## config.mk

```make
export PLATFORM = sky130hd
export DESIGN_NAME = eq_sweep_driver
export DESIGN_NICKNAME = d
export VERILOG_FILES = /design/src/rtl/eq_pkg.sv /design/src/rtl/eq_expect.sv /design/src/rtl/eq_sweep_driver.sv
export SDC_FILE = /design/constraint.sdc
export NUM_CORES = 1
export LEC_CHECK = 0
export BUFFER_PORTS_ARGS = -buffer_cell sky130_fd_sc_hd__buf_2
export CELL_PAD_IN_SITES_DETAIL_PLACEMENT = 2
export CELL_PAD_IN_SITES_GLOBAL_PLACEMENT = 2
export CORE_MARGIN = 10
export CORE_UTILIZATION = 35
export DETAILED_ROUTE_END_ITERATION = 6
export PLACE_DENSITY_LB_ADDON = 0.1
export SLEW_MARGIN = 20
export SYNTH_ARGS = -nofsm -noshare
export SYNTH_HDL_FRONTEND = slang
export SYNTH_SLANG_ARGS = --single-unit
```

## constraint.sdc

```tcl
create_clock -name clk -period 2.4 [get_ports clk]
set_clock_uncertainty 0.15 [all_clocks]
set_input_delay 0.12 -clock clk [delete_from_list [all_inputs] [get_ports clk]]
set_output_delay 0.12 -clock clk [all_outputs]
set_load 0.05 [all_outputs]
```

## src/rtl/eq_pkg.sv

```systemverilog
// Shared types and sizing for the equality-comparator sweep driver.
package eq_pkg;

    localparam int NUM_PAIRS = 256;
    localparam int OPERAND_W = 4;
    localparam int INDEX_W   = 2 * OPERAND_W;
    localparam int COUNT_W   = 9;

    localparam logic [INDEX_W-1:0] LAST_INDEX = INDEX_W'(NUM_PAIRS - 1);

    typedef enum logic [2:0] {
        ST_IDLE,
        ST_LOAD_A,
        ST_LOAD_B,
        ST_SETTLE,
        ST_DONE
    } state_t;

endpackage

```

## src/rtl/eq_expect.sv

```systemverilog
// Golden reference: what a correct 4-bit equality comparator should report.
module eq_expect
    import eq_pkg::*;
(
    input  logic [OPERAND_W-1:0] a,
    input  logic [OPERAND_W-1:0] b,
    output logic                 expected
);

    // Pure combinational equality of the two operands.
    assign expected = (a == b);

endmodule

```

## src/rtl/eq_sweep_driver.sv

```systemverilog
// Drives every {a,b} operand pair into an external 4-bit equality comparator
// through a shared test bus, checks its answer, and reports the error tally.
module eq_sweep_driver
    import eq_pkg::*;
#(
    parameter int SETTLE = 1
) (
    input  logic                 clk,
    input  logic                 rst_n,
    input  logic                 start,
    input  logic                 result_in,
    output logic [OPERAND_W-1:0] test,
    output logic [1:0]           pushbutton,
    output logic                 busy,
    output logic                 done,
    output logic                 pass,
    output logic [COUNT_W-1:0]   err_count,
    output logic [OPERAND_W-1:0] fail_a,
    output logic [OPERAND_W-1:0] fail_b
);

    localparam logic [3:0] SETTLE_LAST = 4'(SETTLE - 1);

    state_t               state;
    logic [INDEX_W-1:0]   index;
    logic [3:0]           settle_cnt;

    logic [OPERAND_W-1:0] op_a;
    logic [OPERAND_W-1:0] op_b;
    logic [INDEX_W-1:0]   next_index;
    logic                 expected;
    logic                 mismatch;

    // Split the pair index into its operands; a is the high nibble.
    assign op_a       = index[INDEX_W-1:OPERAND_W];
    assign op_b       = index[OPERAND_W-1:0];
    assign next_index = index + INDEX_W'(1);
    assign mismatch   = (result_in != expected);

    eq_expect u_expect (
        .a        (op_a),
        .b        (op_b),
        .expected (expected)
    );

    // Sweep sequencer: state, pair index, settle timer, strobes and error log.
    always_ff @(posedge clk or negedge rst_n) begin
        if (!rst_n) begin
            state      <= ST_IDLE;
            index      <= '0;
            settle_cnt <= '0;
            test       <= '0;
            pushbutton <= 2'b00;
            err_count  <= '0;
            fail_a     <= '0;
            fail_b     <= '0;
        end else begin
            // NOTE: non-blocking assignments keep every register updating from
            // the same pre-edge values, so ordering inside this block is free.
            case (state)
                ST_IDLE, ST_DONE: begin
                    if (start) begin
                        index      <= '0;
                        err_count  <= '0;
                        fail_a     <= '0;
                        fail_b     <= '0;
                        test       <= '0;
                        pushbutton <= 2'b01;
                        state      <= ST_LOAD_A;
                    end
                end

                ST_LOAD_A: begin
                    test       <= op_b;
                    pushbutton <= 2'b10;
                    state      <= ST_LOAD_B;
                end

                ST_LOAD_B: begin
                    pushbutton <= 2'b00;
                    settle_cnt <= '0;
                    state      <= ST_SETTLE;
                end

                ST_SETTLE: begin
                    if (settle_cnt == SETTLE_LAST) begin
                        if (mismatch) begin
                            err_count <= err_count + COUNT_W'(1);
                            if (err_count == '0) begin
                                fail_a <= op_a;
                                fail_b <= op_b;
                            end
                        end
                        if (index == LAST_INDEX) begin
                            state <= ST_DONE;
                        end else begin
                            index      <= next_index;
                            test       <= next_index[INDEX_W-1:OPERAND_W];
                            pushbutton <= 2'b01;
                            state      <= ST_LOAD_A;
                        end
                    end else begin
                        settle_cnt <= settle_cnt + 4'd1;
                    end
                end

                default: begin
                    pushbutton <= 2'b00;
                    state      <= ST_IDLE;
                end
            endcase
        end
    end

    // Status flags decoded straight from the state register.
    assign busy = (state == ST_LOAD_A) || (state == ST_LOAD_B) || (state == ST_SETTLE);
    assign done = (state == ST_DONE);
    assign pass = done && (err_count == '0);

endmodule

```

# == Word-level counts from Yosys, hierarchy flattened ==
# Index checks and enable logic that the tools add are counted.
# totals
out_inout_bits,26
input_bits,4
ff_bits,38
# classes
n_addsub,3
eq_ne,13
reduce_logical,17
mux,30
# ops
cell,count
$mux 4,10
$mux 9,3
$mux 8,3
$pmux 4 s2,3
$pmux 9 s2,1
$pmux 8 s2,1
$ne 2x2->1 const B,6
$pmux 3 s4,1
$pmux 4 s3,1
$reduce_and 4->1,3
$add 9x1->9 const B,1
$logic_not 9->1,1
$mux 3,3
$add 8x1->8 const B,1
$eq 8x8->1 const B,1
$eq 3x2->1 const B,2
$mux 2,3
$pmux 2 s3,1
$reduce_and 5->1,1
$add 4x1->4 const B,1
$eq 4x4->1,1
$logic_not 4->1,1
$reduce_and 2->1,2
$reduce_bool 2->1,2
other kinds (9),10

# == Longest topological paths before layout ==
# Gate-level depths: netlist of run 1.
# depth
word_depth,5
depth_mapped,8
depth_no_buf,7

# == By module ==
# A second synthesis of run 1 with hierarchy kept.
# unflattened
hier_cells,214
hier_area_um2,2124.5
# modules_own_cells
module,seq_area_each_um2,cells_each,instances,area_each_um2
eq_sweep_driver,950.9,209,1,2077.0
eq_expect,0.0,5,1,47.5

# == Least setup slack after synthesis of run 1 ==
# OpenSTA, ideal clock, no wires.
# synth_path
path_kind,reg2reg
startpoint,reg settle_cnt[0]
endpoint,reg fail_a[0]
path_stages_with_launch,9
synth_period_minus_slack_ns,2.205
arrival_ns,1.934
setup_slack_ns,0.195
path_buffers,1
required_ns,2.129
path_cell_list,dfrtp_1 -> inv_1 -> ha_1 -> or3b_1 -> clkbuf_1 -> nor2_1 -> nor2_1 -> a221o_1 -> a22o_1
# synth_via
elab_chain_len,3
# synth_rtl
item,line,rtl
from (decl),eq_sweep_driver.sv:26,logic [3:0] settle_cnt;
from (signal assigned),eq_sweep_driver.sv:103,settle_cnt <= settle_cnt + 4'd1;
$logic_not 4->1,eq_sweep_driver.sv:86,if (settle_cnt == SETTLE_LAST) begin
$ne 2x2->1 (no source line),n/a,
$reduce_and 5->1 (no source line),n/a,
to (signal assigned),eq_sweep_driver.sv:90,fail_a <= op_a;
to (decl),eq_sweep_driver.sv:18,"output logic [OPERAND_W-1:0] fail_a,"
# Every way passes these cells.
# A chain may end at the register's enable or synchronous reset.

# == Final worst setup path of run 1 ==
# layout_path
startpoint,reg settle_cnt[0]
endpoint,reg fail_b[2]
# layout_via
elab_chain_len,3
# layout_rtl
item,line,rtl
$logic_not 4->1,eq_sweep_driver.sv:86,
$ne 2x2->1 (no source line),n/a,
$reduce_and 5->1 (no source line),n/a,
to (signal assigned),eq_sweep_driver.sv:91,fail_b <= op_b;
to (decl),eq_sweep_driver.sv:19,output logic [OPERAND_W-1:0] fail_b
# Every way passes these cells.

==> results of run 1 <==
==> layout make-up <==
cell class | instances | area share (%)
clock buffer | 5 | 2.76
clock inverter | 3 | 2.76
inverter | 9 | 1.36
multi-input combinational | 155 | 41.2
sequential | 38 | 38.2
tap | 72 | 3.62
timing repair buffer | 43 | 10.1
==> layout by cell type, fill, tap and decap left out, types with 2 or more instances in the layout <==
cell / count
dfrtp_1: 38
buf_2: 29
nand2_1: 18
nor2_1: 17
a22o_1: 14
a21oi_1: 13
o21ai_0: 13
buf_4: 13
inv_1: 9
nand3_1: 7
xor2_1: 5
ha_1: 5
clkbuf_8: 5
and2_1: 4
and3_1: 4
xnor2_1: 4
o21a_1: 4
o22ai_1: 3
o21ai_1: 3
nor3_1: 3
nand2b_1: 2
a41oi_1: 2
nor2_2: 2
nor3_2: 2
nand4_1: 2
o41ai_1: 2
mux2i_1: 2
bufinv_16: 2
==> repair_timing <==
action	in CTS	in global routing
hold endpoints to repair	38	0
hold buffers	1	0
resized for setup	0	11
setup endpoints to repair	0	18
==> flip-flops by register name, indices dropped and copies added (netlist names) <==
signal	cells
err_count	9
fail_a	4
state	3
settle_cnt	4
index	8
fail_b	4
pushbutton	2
test	4
==> layer usage <==
metal	share of wire [%]	GRT usage (%)	vias to the layer above
li1	-	-	845
met1	39	15.7	930
met2	57	29.0	21
met3	3.3	3.81	9
met4	1.4	5.04	0
met5	0	0	-
==> worst min path at each step <==
stage	end	slack, ns	from
6_report	state[0]	0.04	start
4_1_cts	state[0]	0.04	start
3_3_place_gp	fail_a[0]	0.12	rst_n
5_1_grt	state[0]	0.07	start
2_1_floorplan	err_count[0]	-0.33	rst_n
3_5_place_dp	fail_b[3]	0.15	rst_n
==> power by group through the flow <==
stage	combinational (mW)	clock, mW	sequential [mW]
3_3_place_gp	1.46	0	0.906
4_1_cts	1.54	0.687	0.908
5_1_grt	1.70	0.725	0.932
2_1_floorplan	0.802	0	1.15
6_report	1.56	0.675	0.907
3_5_place_dp	1.53	0	0.922
==> per-stage QoR <==
step / cells / TNS [ns] / power, mW
6_report: 325 / 0 / 3.14
5_1_grt: 325 / -0.0142 / 3.36
4_1_cts: 325 / 0 / 3.14
3_5_place_dp: 316 / 0 / 2.45
3_3_place_gp: 316 / 0 / 2.36
2_1_floorplan: 212 / 0 / 1.96
==> worst register-to-register path, delay by kind of cell, from the launching register on <==
family | cells | cell delay [ns]
flip-flops | 1 | 0.40
adder cells (fa/ha/maj) | 1 | 0.17
AND/OR/NAND/NOR | 3 | 0.71
AO/OA/AOI/OAI | 2 | 0.65
buffers and inverters | 1 | 0.13
==> cells by family after synthesis <==
| kind of cell | after synthesis |
|---|---|
| DFF | 38 |
| xor gates and xnor gates | 9 |
| buffers and inverters | 19 |
| AOI/OAI and AO/OA | 66 |
| and+or+nand+nor | 71 |
| adders and majority gates | 5 |
| muxes | 4 |
==> results_dict.tcl, run 1 <==
set metrics [dict create \
    design_area_um2 2490 \
    io_buffers 29 \
    worstPathCellList "inv_1, ha_1, or3b_1, nor2_2, nor2_1, a221o_2, a22o_1" \
    critical-path-slowest-cell "or3b_1" \
    syn_nets 221 \
    grt_pass1_wl_um 10900 \
    cp.depth 7 \
    synth_compound_area_share_pct 22.1 \
    dieArea_um2 9240 \
    die_y_um 96.1 \
    dr.pass1.iters 4 \
    final_util_pct 44.7 \
    grtUsageTotal_pct 15.2 \
    max-cap-violations 0 \
    pre_cts_slack_ns 0.0433 \
    drt_iter0_markers 39 \
    core-area_um2 5570 \
    placed_area_um2 2310 \
    async_flop_share_pct 100 \
    drive_gt1_share_pct 24.5 \
    clk-insertion-delay-late_ns 0.30 \
    relSlewSlack_pct 40.2 \
    fillCellCount 619 \
    ys_seq_elements 38 \
    grt_pass1_vias 2109 \
    worstReg2RegStart "settle_cnt[0]" \
    power_switching_mw 1.48 \
    worstSetupStartpointType "flip-flop" \
    postCtsSetupBuffers 0 \
    syn_area_um2 2030 \
    final-setup-viol-count 0 \
    grt_max_degree 39 \
    syn_inst 212 \
    critPathArrivalTime_ns 2.35 \
    area_delta_synth_final_pct 22.8 \
    die_x_um 96.1 \
    power_density_nw_per_um2 1260 \
    initial_core_util_pct 36.4 \
    yosys_warnings 0 \
    io_pins 30 \
    status "finished, final reports clean" \
    antenna_found_initial 0 \
    drc 0 \
    leakage_nw 1.20 \
    report.final.slew_viol_count 0 \
    synth_common_cells "38 x dfrtp_1, 19 x nand2_1, 19 x nor2_1" \
    ir_drop_mv 0.473 \
    internal-power_mw 1.67 \
    cts.clk_slew.worst_paths_ns 0.09 \
    cts.sinks 38 \
    criticalPathCategory "reg2reg" \
    synthTopCellsByArea "dfrtp_1 47%, a22o_1 6.0%, o21ai_0 3.7%" \
    finalCriticalPeriod_ns 2.30 \
    clock_path_buffers 2 \
    yosysTopAreaCell "dfrtp_1" \
    critical-path-top-delay-family "simple AND/OR/NAND/NOR gates" \
    drtAntennaViolNets 0 \
    routedWlPerCell_um 20.5 \
    muxShareOfSynthArea_pct 2.04 \
    rrSetupSlack_ns 0.1 \
    synth_top_family_by_area "compound AO/OA/AOI/OAI gates" \
    synth_top_cell_area_share_pct 46.9 \
    swShare_pct 46.9 \
    place_congestion 0.831 \
    ys.flop_type "dfrtp_1" \
    slowest_delay_ns 0.44 \
    worstPathRequired_ns 2.45 \
    hold_ws_ns 0.0416 \
    synth_edf_count 0 \
    synth-simple-area-share_pct 17.8 \
    antenna_cells 0 \
    ctsHtreeMaxLevel 2 \
    avgSynthCellArea_um2 9.57 \
    hold_path_depth 3 \
    fp-row-count 27 \
    worstSetupStartpoint "settle_cnt[0]" \
    dp_hpwl_um 5050 \
    worst_pin_slew_ns 0.897 \
    totalWireLength_um 6650 \
    p_seq_share_pct 28.8 \
    r2r_end "fail_b[2]" \
    synth_fa_ha_area_share_pct 3.08 \
    via_count 1805 \
    yosysSeqAreaShare_pct 46.9 \
    yosysMostFrequentCell "dfrtp_1" \
    synth_cell_type_count 46 \
    regArea_um2 951 \
    multiInputGateArea_um2 1030 \
    fmax_ghz 0.435 \
    hold_viol 0 \
    cts_made_buffers 5 \
    fin_crit_sh_pct 95.9 \
    cts_root_buffer "clkbuf_8" \
    routed_via_density 5.55 \
    p_clk_share_pct 21.5 \
    nets 261 \
    comb_power_share_pct 49.7 \
    hp-class "in2reg" \
    critPathBufInv 1 \
    cts_tree "built" \
    synth-xor-area-share_pct 3.89 \
    end_kind "flip-flop" \
    gr-total-overflow 0 \
    cp_max_fo 8 \
    setup_ws_ns 0.0992 \
    critPathCapture "fail_b[2]" \
    reg2reg_depth 7 \
]
Note: power is estimated with default switching activity, not from simulation.
==> run 2, diff against run 1 <==
Settings changed: CORE_UTILIZATION 35 to 32.
Clock period 2.4 ns to 1.94 ns, I/O delays scaled along.
==> results_dict.tcl, run 2 (same netlist as run 1, synthesis figures left out) <==
set metrics [dict create \
    ir_drop_mv 0.668 \
    fin_crit_sh_pct 112 \
    cts.sinks 38 \
    drc 0 \
    hp-class "in2reg" \
    grt_pass1_vias 2254 \
    relSlewSlack_pct 59.7 \
    criticalPathCategory "reg2reg" \
    via_count 2015 \
    finalCriticalPeriod_ns 2.18 \
    rrSetupSlack_ns -0.24 \
    worstSetupStartpoint "index[7]" \
    gr-total-overflow 0 \
    grt_pass1_wl_um 12300 \
    leakage_nw 1.41 \
    cp_max_fo 7 \
    grtUsageTotal_pct 15.4 \
    dieArea_um2 9920 \
    dp_hpwl_um 5350 \
    max-cap-violations 0 \
    drive_gt1_share_pct 45.9 \
    nets 298 \
    grt_max_degree 39 \
    status "finished with violations" \
    fmax_ghz 0.460 \
    place_congestion 0.802 \
    worstSetupStartpointType "flip-flop" \
    drt_iter0_markers 82 \
    drtAntennaViolNets 0 \
    cts_root_buffer "clkbuf_8" \
    hold_viol 0 \
    r2r_end "err_count[7]" \
    die_y_um 99.6 \
    cts_tree "built" \
    cts.clk_slew.worst_paths_ns 0.08 \
    antenna_cells 0 \
    final_cell_mix "48 x buf_4, 36 x dfrtp_1, 28 x buf_2" \
    critPathCapture "err_count[7]" \
    worst_pin_slew_ns 0.600 \
    violations "negative setup slack" \
    initial_core_util_pct 33.7 \
    largest_register_ffs 9 \
    critPathArrivalTime_ns 2.25 \
    reg.largest.list "err_count (9), index (8)" \
    setup_ws_ns -0.236 \
    end_kind "flip-flop" \
    core-area_um2 6030 \
    clk-insertion-delay-late_ns 0.30 \
    finalPower_mw 4.27 \
    ctsHtreeMaxLevel 2 \
    reg2reg_depth 6 \
    antenna_found_initial 0 \
    worstPathRequired_ns 2.01 \
    routed_via_density 5.52 \
    die_x_um 99.6 \
    report.final.slew_viol_count 0 \
    rsz0062_at_grt "yes" \
    fp-row-count 28 \
    final_util_pct 48.9 \
    cts_made_buffers 5 \
    clock_path_buffers 2 \
    routedWlPerCell_um 23.2 \
    area_delta_synth_final_pct 45.3 \
    worstReg2RegStart "index[7]" \
    largest_register "err_count" \
    power_density_nw_per_um2 1450 \
    totalWireLength_um 8460 \
    io_buffers 29 \
    final_common_cell "buf_4" \
    dr.pass1.iters 4 \
    final-setup-viol-count 32 \
    io_pins 30 \
]
-- run 2: final cells by class --
type,instances,area (µm²)
Inverter,9,33.8
Multi-Input combinational cell,155,1220
Clock buffer,6,82.6
Timing Repair Buffer,80,553
Sequential cell,38,953
Clock inverter,2,12.5
Tap cell,75,93.8
Fill cell,641,3080
-- run 2: critical path, cell delays in order, from the launching register on --
cell,delay (ns)
dfrtp_1,0.42
xor2_1,0.21
nor4_4,0.32
buf_4,0.20
mux2i_4,0.40
nand2_4,0.19
a31oi_1,0.22
-- run 2: report_power, final --
| group | leakage, nW | switching [mW] | internal [mW] |
|---|---|---|---|
| clock | 0.0472 | 0.314 | 0.286 |
| sequential | 0.510 | 0.142 | 0.961 |
| combinational | 0.854 | 1.66 | 0.906 |
-- run 2: repair_timing --
item                                    in CTS  in global routing
gates resized for setup                     27                 29
endpoints found under the setup margin      32                 33
setup buffers                                2                  7
pin swaps                                    7                 10
endpoints found under the hold margin       38                  0
hold buffers                                 1                  0
-- run 2: layer usage --
metal | vias up | share of wire, % | GRT usage, %
met1 | 1026 | 42 | 18.0
met5 | - | 0 | 0
li1 | 923 | - | -
met3 | 17 | 4.2 | 3.94
met2 | 49 | 51 | 26.6
met4 | 0 | 2.3 | 5.07
-- run 2: worst min-delay path by stage --
| stage | start | end | slack, ns | cells past startpoint |
|---|---|---|---|---|
| CTS | start | state[0] | 0.002 | 3 |
| global route | start | state[0] | 0.08 | 3 |
| finish | start | state[0] | 0.05 | 3 |
| floorplan | rst_n | err_count[0] | -0.35 | 0 |
| detailed placement | rst_n | fail_b[0] | -0.06 | 2 |
| global placement | rst_n | fail_a[0] | -0.07 | 2 |
-- run 2: stage by stage --
stage / TNS [ns] / hold WS [ns] / instances / setup slack, ns / instance area, µm²
after floorplan: -1.54 / -0.349 / 212 / -0.127 / 2070
after global placement: -3.07 / -0.0718 / 347 / -0.201 / 2570
after detailed placement: -5.19 / -0.0618 / 347 / -0.254 / 2570
after CTS: -2.21 / 0.00162 / 358 / -0.157 / 2790
after global routing: -6.38 / 0.0762 / 365 / -0.272 / 2950
final: -4.52 / 0.0482 / 365 / -0.236 / 2950
